**src/rtl/rom_arb_pkg.sv**
```systemverilog
// Shared ROM geometry and address helper for the ascii_rom arbiter.
package rom_arb_pkg;

  localparam int unsigned ROM_AW  = 11;
  localparam int unsigned ROM_DW  = 8;
  localparam int unsigned CHAR_AW = 7;
  localparam int unsigned ROW_AW  = 4;

  // ROM address is the character code followed by the glyph row.
  function automatic logic [ROM_AW-1:0] rom_addr_f(input logic [CHAR_AW-1:0] ch,
                                                   input logic [ROW_AW-1:0]  row);
    return {ch, row};
  endfunction

endpackage

```
**src/rtl/rom_arb_sel.sv**
```systemverilog
// Masked priority encoder: picks the first requester at or after ptr_i,
// wrapping modulo NREQ. Returns a one-hot grant and the winning index.
module rom_arb_sel
  import rom_arb_pkg::*;
#(
  parameter int unsigned NREQ = 3,
  parameter int unsigned IDW  = 3
) (
  input  logic [NREQ-1:0] req_i,
  input  logic [IDW-1:0]  ptr_i,
  output logic [NREQ-1:0] gnt_o,
  output logic [IDW-1:0]  idx_o,
  output logic            any_o
);

  localparam int unsigned SW = IDW + 1;

  logic [2*NREQ-1:0] req2;
  logic [NREQ-1:0]   rot;
  logic [IDW-1:0]    off;
  logic [SW-1:0]     sum;

  // Rotate requests so the pointer position is bit 0, find lowest set bit, un-rotate.
  always_comb begin
    req2  = {req_i, req_i};
    rot   = NREQ'(req2 >> ptr_i);
    off   = '0;
    for (int i = NREQ - 1; i >= 0; i--) begin
      if (rot[i]) off = IDW'(i);
    end
    sum = SW'(ptr_i) + SW'(off);
    if (sum >= SW'(NREQ)) sum = sum - SW'(NREQ);
    idx_o = IDW'(sum);
    any_o = |req_i;
    gnt_o = '0;
    for (int i = 0; i < NREQ; i++) begin
      gnt_o[i] = any_o && (idx_o == IDW'(i));
    end
  end

endmodule

```
**src/rtl/ascii_rom_arbiter.sv**
```systemverilog
// Shares one ascii_rom read port among NREQ text generators.
// Build option: ROM_ARB_ROUND_ROBIN_EN selects round-robin arbitration;
// without it the lowest requesting index wins.
module ascii_rom_arbiter
  import rom_arb_pkg::*;
#(
  parameter int unsigned NREQ = 3,
  parameter int unsigned IDW  = 3
) (
  input  logic                   clk,
  input  logic                   reset,
  input  logic [NREQ-1:0]        req,
  input  logic [NREQ*ROM_AW-1:0] addr_in,
  output logic [NREQ-1:0]        gnt,
  output logic [ROM_AW-1:0]      rom_addr,
  input  logic [ROM_DW-1:0]      rom_data,
  output logic                   rvalid,
  output logic [IDW-1:0]         rid,
  output logic [ROM_DW-1:0]      rdata
);

  logic [NREQ-1:0]   gnt_raw;
  logic [IDW-1:0]    win_idx;
  logic              win_any;
  logic [IDW-1:0]    ptr;
  logic              grant;
  logic [ROM_AW-1:0] addr_mux;

  logic [ROM_AW-1:0] rom_addr_q, rom_addr_d;
  logic              s1_vld_q, s1_vld_d;
  logic [IDW-1:0]    s1_id_q, s1_id_d;
  logic              s2_vld_q, s2_vld_d;
  logic [IDW-1:0]    s2_id_q, s2_id_d;

  rom_arb_sel #(.NREQ(NREQ), .IDW(IDW)) u_sel (
    .req_i (req),
    .ptr_i (ptr),
    .gnt_o (gnt_raw),
    .idx_o (win_idx),
    .any_o (win_any)
  );

  // Grants are suppressed while reset is asserted.
  assign gnt   = reset ? '0 : gnt_raw;
  assign grant = win_any && !reset;

`ifdef ROM_ARB_ROUND_ROBIN_EN
  logic [IDW-1:0] ptr_q, ptr_d;

  // Pointer moves to the slot after the last winner, only when a grant happens.
  always_comb begin
    ptr_d = ptr_q;
    if (grant) ptr_d = (win_idx == IDW'(NREQ - 1)) ? '0 : win_idx + IDW'(1);
  end

  // Round-robin pointer register.
  always_ff @(posedge clk) begin
    if (reset) ptr_q <= '0;
    else       ptr_q <= ptr_d;
  end

  assign ptr = ptr_q;
`else
  assign ptr = '0;
`endif

  // Address mux from the one-hot grant.
  always_comb begin
    addr_mux = '0;
    for (int i = 0; i < NREQ; i++) begin
      if (gnt_raw[i]) addr_mux = addr_in[i*ROM_AW +: ROM_AW];
    end
  end

  // Next state: address holds on bubbles, valid/id shift two stages behind the grant.
  always_comb begin
    rom_addr_d = rom_addr_q;
    if (grant) rom_addr_d = addr_mux;
    s1_vld_d = grant;
    s1_id_d  = grant ? win_idx : '0;
    s2_vld_d = s1_vld_q;
    s2_id_d  = s1_id_q;
  end

  // Pipeline registers; reset discards in-flight reads.
  always_ff @(posedge clk) begin
    if (reset) begin
      rom_addr_q <= '0;
      s1_vld_q   <= 1'b0;
      s1_id_q    <= '0;
      s2_vld_q   <= 1'b0;
      s2_id_q    <= '0;
    end else begin
      rom_addr_q <= rom_addr_d;
      s1_vld_q   <= s1_vld_d;
      s1_id_q    <= s1_id_d;
      s2_vld_q   <= s2_vld_d;
      s2_id_q    <= s2_id_d;
    end
  end

  assign rom_addr = rom_addr_q;
  assign rvalid   = s2_vld_q;
  assign rid      = s2_id_q;
  assign rdata    = s2_vld_q ? rom_data : '0;

endmodule

```
**config.mk**
```make
export PLATFORM = sky130hd
export DESIGN_NAME = ascii_rom_arbiter
export DESIGN_NICKNAME = d
export VERILOG_FILES = /design/src/rtl/rom_arb_pkg.sv /design/src/rtl/rom_arb_sel.sv /design/src/rtl/ascii_rom_arbiter.sv
export SDC_FILE = /design/constraint.sdc
export NUM_CORES = 1
export LEC_CHECK = 0
export BUFFER_PORTS_ARGS = -buffer_cell sky130_fd_sc_hd__buf_4
export CAP_MARGIN = 10
export CORE_MARGIN = 1.5
export CORE_UTILIZATION = 40
export DETAILED_ROUTE_END_ITERATION = 10
export PLACE_DENSITY = 0.78
export SKIP_LAST_GASP = 1
export SLEW_MARGIN = 25
export SYNTH_ARGS = -nofsm -noshare
export SYNTH_HDL_FRONTEND = slang
export SYNTH_SLANG_ARGS = --single-unit
```
**constraint.sdc**
```tcl
create_clock -name clk -period 2.3 [get_ports clk]
set_clock_uncertainty 0.2 [all_clocks]
set_input_delay 0.23 -clock clk [delete_from_list [all_inputs] [get_ports clk]]
set_output_delay 0.23 -clock clk [all_outputs]
set_load 0.03 [all_outputs]
```
==> results by group <==
Status
  • Status: finished clean

Setup path
  • CP required: about 1900 ps
  • Worst Setup Start Kind: input pin
  • CP Cell Sequence: dlygate4sd3_1 > buf_4 > nor2_2 > and2_1 > buf_4
  • Crit path kind: in -> out
  • Slowest stage delay, CP: ~550 ps
  • CP Depth: 5
  • Slowest library cell on the worst path: dlygate4sd3_1
  • Max Fanout on Critical Path: 9
  • CP delay by family, top: buffers and inverters
  • CP most frequent cell: buf_4
  • Worst Path Arrival: 1670 ps
  • Critical path buffers and inverters: 3
  • Reg2reg path depth: 1
  • CP Capture Type: output port

Finish
  • Area grow syn2layout: 54.97%
  • Nets: approximately 240
  • Share of layout cells above drive strength 1: 0.4286
  • N_diodes: 0
  • Final Util: 0.6437

CTS
  • Skew-Pair Late Insertion Delay: between 200 and 300 ps
  • Clock Tree Buf Depth: 2
  • CTS tree: done
  • CTS Buf Count: 3
  • H-Tree Level Count: 1
  • # Post-CTS Setup Buffers: 0
  • Clock sink count: 17
  • CTS clock-pin slew for the worst setup and hold paths: roughly 100 ps
  • CTS root buffer: clkbuf_4

Worst hold path
  • WHS Path Cells: 3
  • HP Class: in -> reg

Synth
  • Commonest cells post-synth: dfxtp_1 (17), nor2b_1 (14), a32o_1 (11), and2_1 (11), nand2_1 (11)
  • Largest cells by area after synthesis: dfxtp_1 (33%), a32o_1 (11%), nor2b_1 (8.6%), and2_1 (6.7%), o22ai_1 (6.1%)
  • EDFF count, synth: 0
  • Synth Warn #: 0
  • Top-count cell post-synth: dfxtp_1
  • Share of flip-flops with an asynchronous set or reset: 0
  • Gate Count Post-Synth: approximately 120
  • Prevailing post-synth register cell: dfxtp_1
  • Yosys reg bits: 17
  • Yosys cell types: 24
  • Largest area contributor in the netlist: dfxtp_1
  • Post-synthesis sequential area ratio: 0.3337
  • Syn Area/Cell: 8.428 um2
  • Syn_nets: roughly 170
  • Post-synth top area share: 0.3337
  • Post-Synthesis Cell Area: around 1000 um2

Placement
  • Post-DP HPWL: ~2300 um
  • Routability Congestion: between 0.8 and 0.9
  • Worst slack, placed: about 280 ps
  • Port bufs: 70

Global route
  • Global Route Usage Sum: 0.2060
  • Met2 GRT Util: 0.3642
  • Top Usage Layer GRT: met2
  • Total grt overflow: 0
  • First-pass GRT wire length: roughly 4300 um
  • Vias in the first global route: 1,010
  • Largest net degree at the start of global routing: 20
  • Met1 Track Usage GR: 0.2624
  • Initial antenna violation count: 0
  • Grt met3 use: 0.01695

Pwr
  • Power density over the cells: between 400 and 500 nW/um2
  • Clk pwr share: 0.212
  • Static Leak: roughly 0.73 nW
  • Seq pwr share: 0.438
  • Combinational Power Share: 0.350
  • Switching power: 0.2350 mW
  • Int Power: 0.5050 mW
  • Switching share of power: 0.3176
  • Peak supply drop: about 300 uV

Floorplan
  • Die height: 53.49 um
  • IO Pins: 72
  • Rows: 18
  • CORE AREA: approximately 2500 um2
  • DIE AREA: around 2900 um2
  • Starting Density: 0.4154
  • Die W: between 50 and 60 um

Route
  • Final ANT Viol Nets: 0
  • Via count: around 1,100
  • Residual DRC: 0
  • DR iter-0 viols: 34
  • Drt first pass iters: 6
  • WL per Instance: between 10 and 15 um
  • Vias per cell: ~5.2
  • DRT Wirelength: 2912 um

STA
  • Tmin final: between 2000 and 2500 ps
  • Final count of negative-setup-slack endpoints: 0
  • Setup TNS: 0 ps
  • Final Hold Vio Count: 0
  • Final worst slack: a little over 200 ps
  • Worst-margin pin slew: approximately 670 ps
  • RSZ-0062 raised after global routing: false
  • Highest Clock Rate: between 400 and 500 MHz
  • Slew HR: 0.5520
  • Slew Viols, Final: 0
  • Fin crit share: 0.9115

Flow run
  • Max cap viols: 0
[cell type report]
type,instances,area (um2)
clock buffer,3,22.52
inverter,1,3.754
clock inverter,1,5.005
multi-input combinational,92,605.6
timing repair buffer,75,565.5
sequential,17,340.3
fill,224,874.6
tap,30,37.54
[tightest hold or removal path: stages]
cell and delay [ps]:
buf_4 70, nand2b_1 80, a32o_1 140
[sequential cells by signal (all words and copies together), names as in the netlist]
name	count
s1_vld_q	1
rvalid	1
s1_id_q	2
rom_addr	11
rid	2
[layout by cell type (no fill, tap or decap), types with 2 or more instances in the layout]
cell / count
a32o_1: 11
and2_1: 11
buf_4: 74
clkbuf_4: 3
dfxtp_1: 17
ha_1: 2
nand2_1: 11
nand2b_1: 9
nor2_1: 2
nor2b_1: 14
o21ai_0: 2
o21ai_1: 9
o22ai_1: 10
or2b_1: 3
[per-stage QoR]
stage               hold WS, ps  power [mW]  std cells  instance area, um2
global placement          219.4      0.5815        214                1540
finish                    72.78      0.7401        219                1580
floorplan                 101.6      0.4722        121                1020
global route              69.72      0.7812        219                1580
detailed placement        229.5      0.5878        214                1540
CTS                       72.94      0.7447        219                1578
[power by group through the flow]
| stage | registers, mW | clock network, mW | logic (mW) |
|---|---|---|---|
| CTS | 0.324 | 0.162 | 0.258 |
| global route | 0.326 | 0.176 | 0.279 |
| finish | 0.324 | 0.157 | 0.259 |
| detailed placement | 0.331 | 0 | 0.257 |
| floorplan | 0.362 | 0 | 0.110 |
| global placement | 0.330 | 0 | 0.251 |
[path summary, 6_finish.rpt]
path / startpoint / endpoint / slack (ps)
min: addr_in[32] / rom_addr[10] / 70
min reg2reg: s1_vld_q / rvalid / 250
max: reset / gnt[0] / 200
max reg2reg: rom_addr[5] / rom_addr[5] / 1430
[layer usage]
metal  vias to the layer above  wire length [um]  share of wire
met5                         -                 0              0
li1                        558                 -              -
met3                         2               217          0.075
met1                       513              1247           0.43
met4                         0                17         0.0058
met2                        59              1430           0.49
[cells by family (layout without fill, tap and decap cells)]
family | after synthesis | in the layout | share of synthesized area
simple gates | 54 | 54 | 0.3153
compound gates | 35 | 35 | 0.2479
buf+inv | 12 | 80 | 0.07483
fa+ha+maj | 2 | 2 | 0.02454
flops | 17 | 17 | 0.3337
other cells | 1 | 1 | 0.003677
[repair_timing]
item,CTS,global route
hold endpoints to repair,4,0
endpoints found under the setup margin,0,2
hold buffers,1,0
resized for setup,0,1
Power figures use the tool's default switching activity.
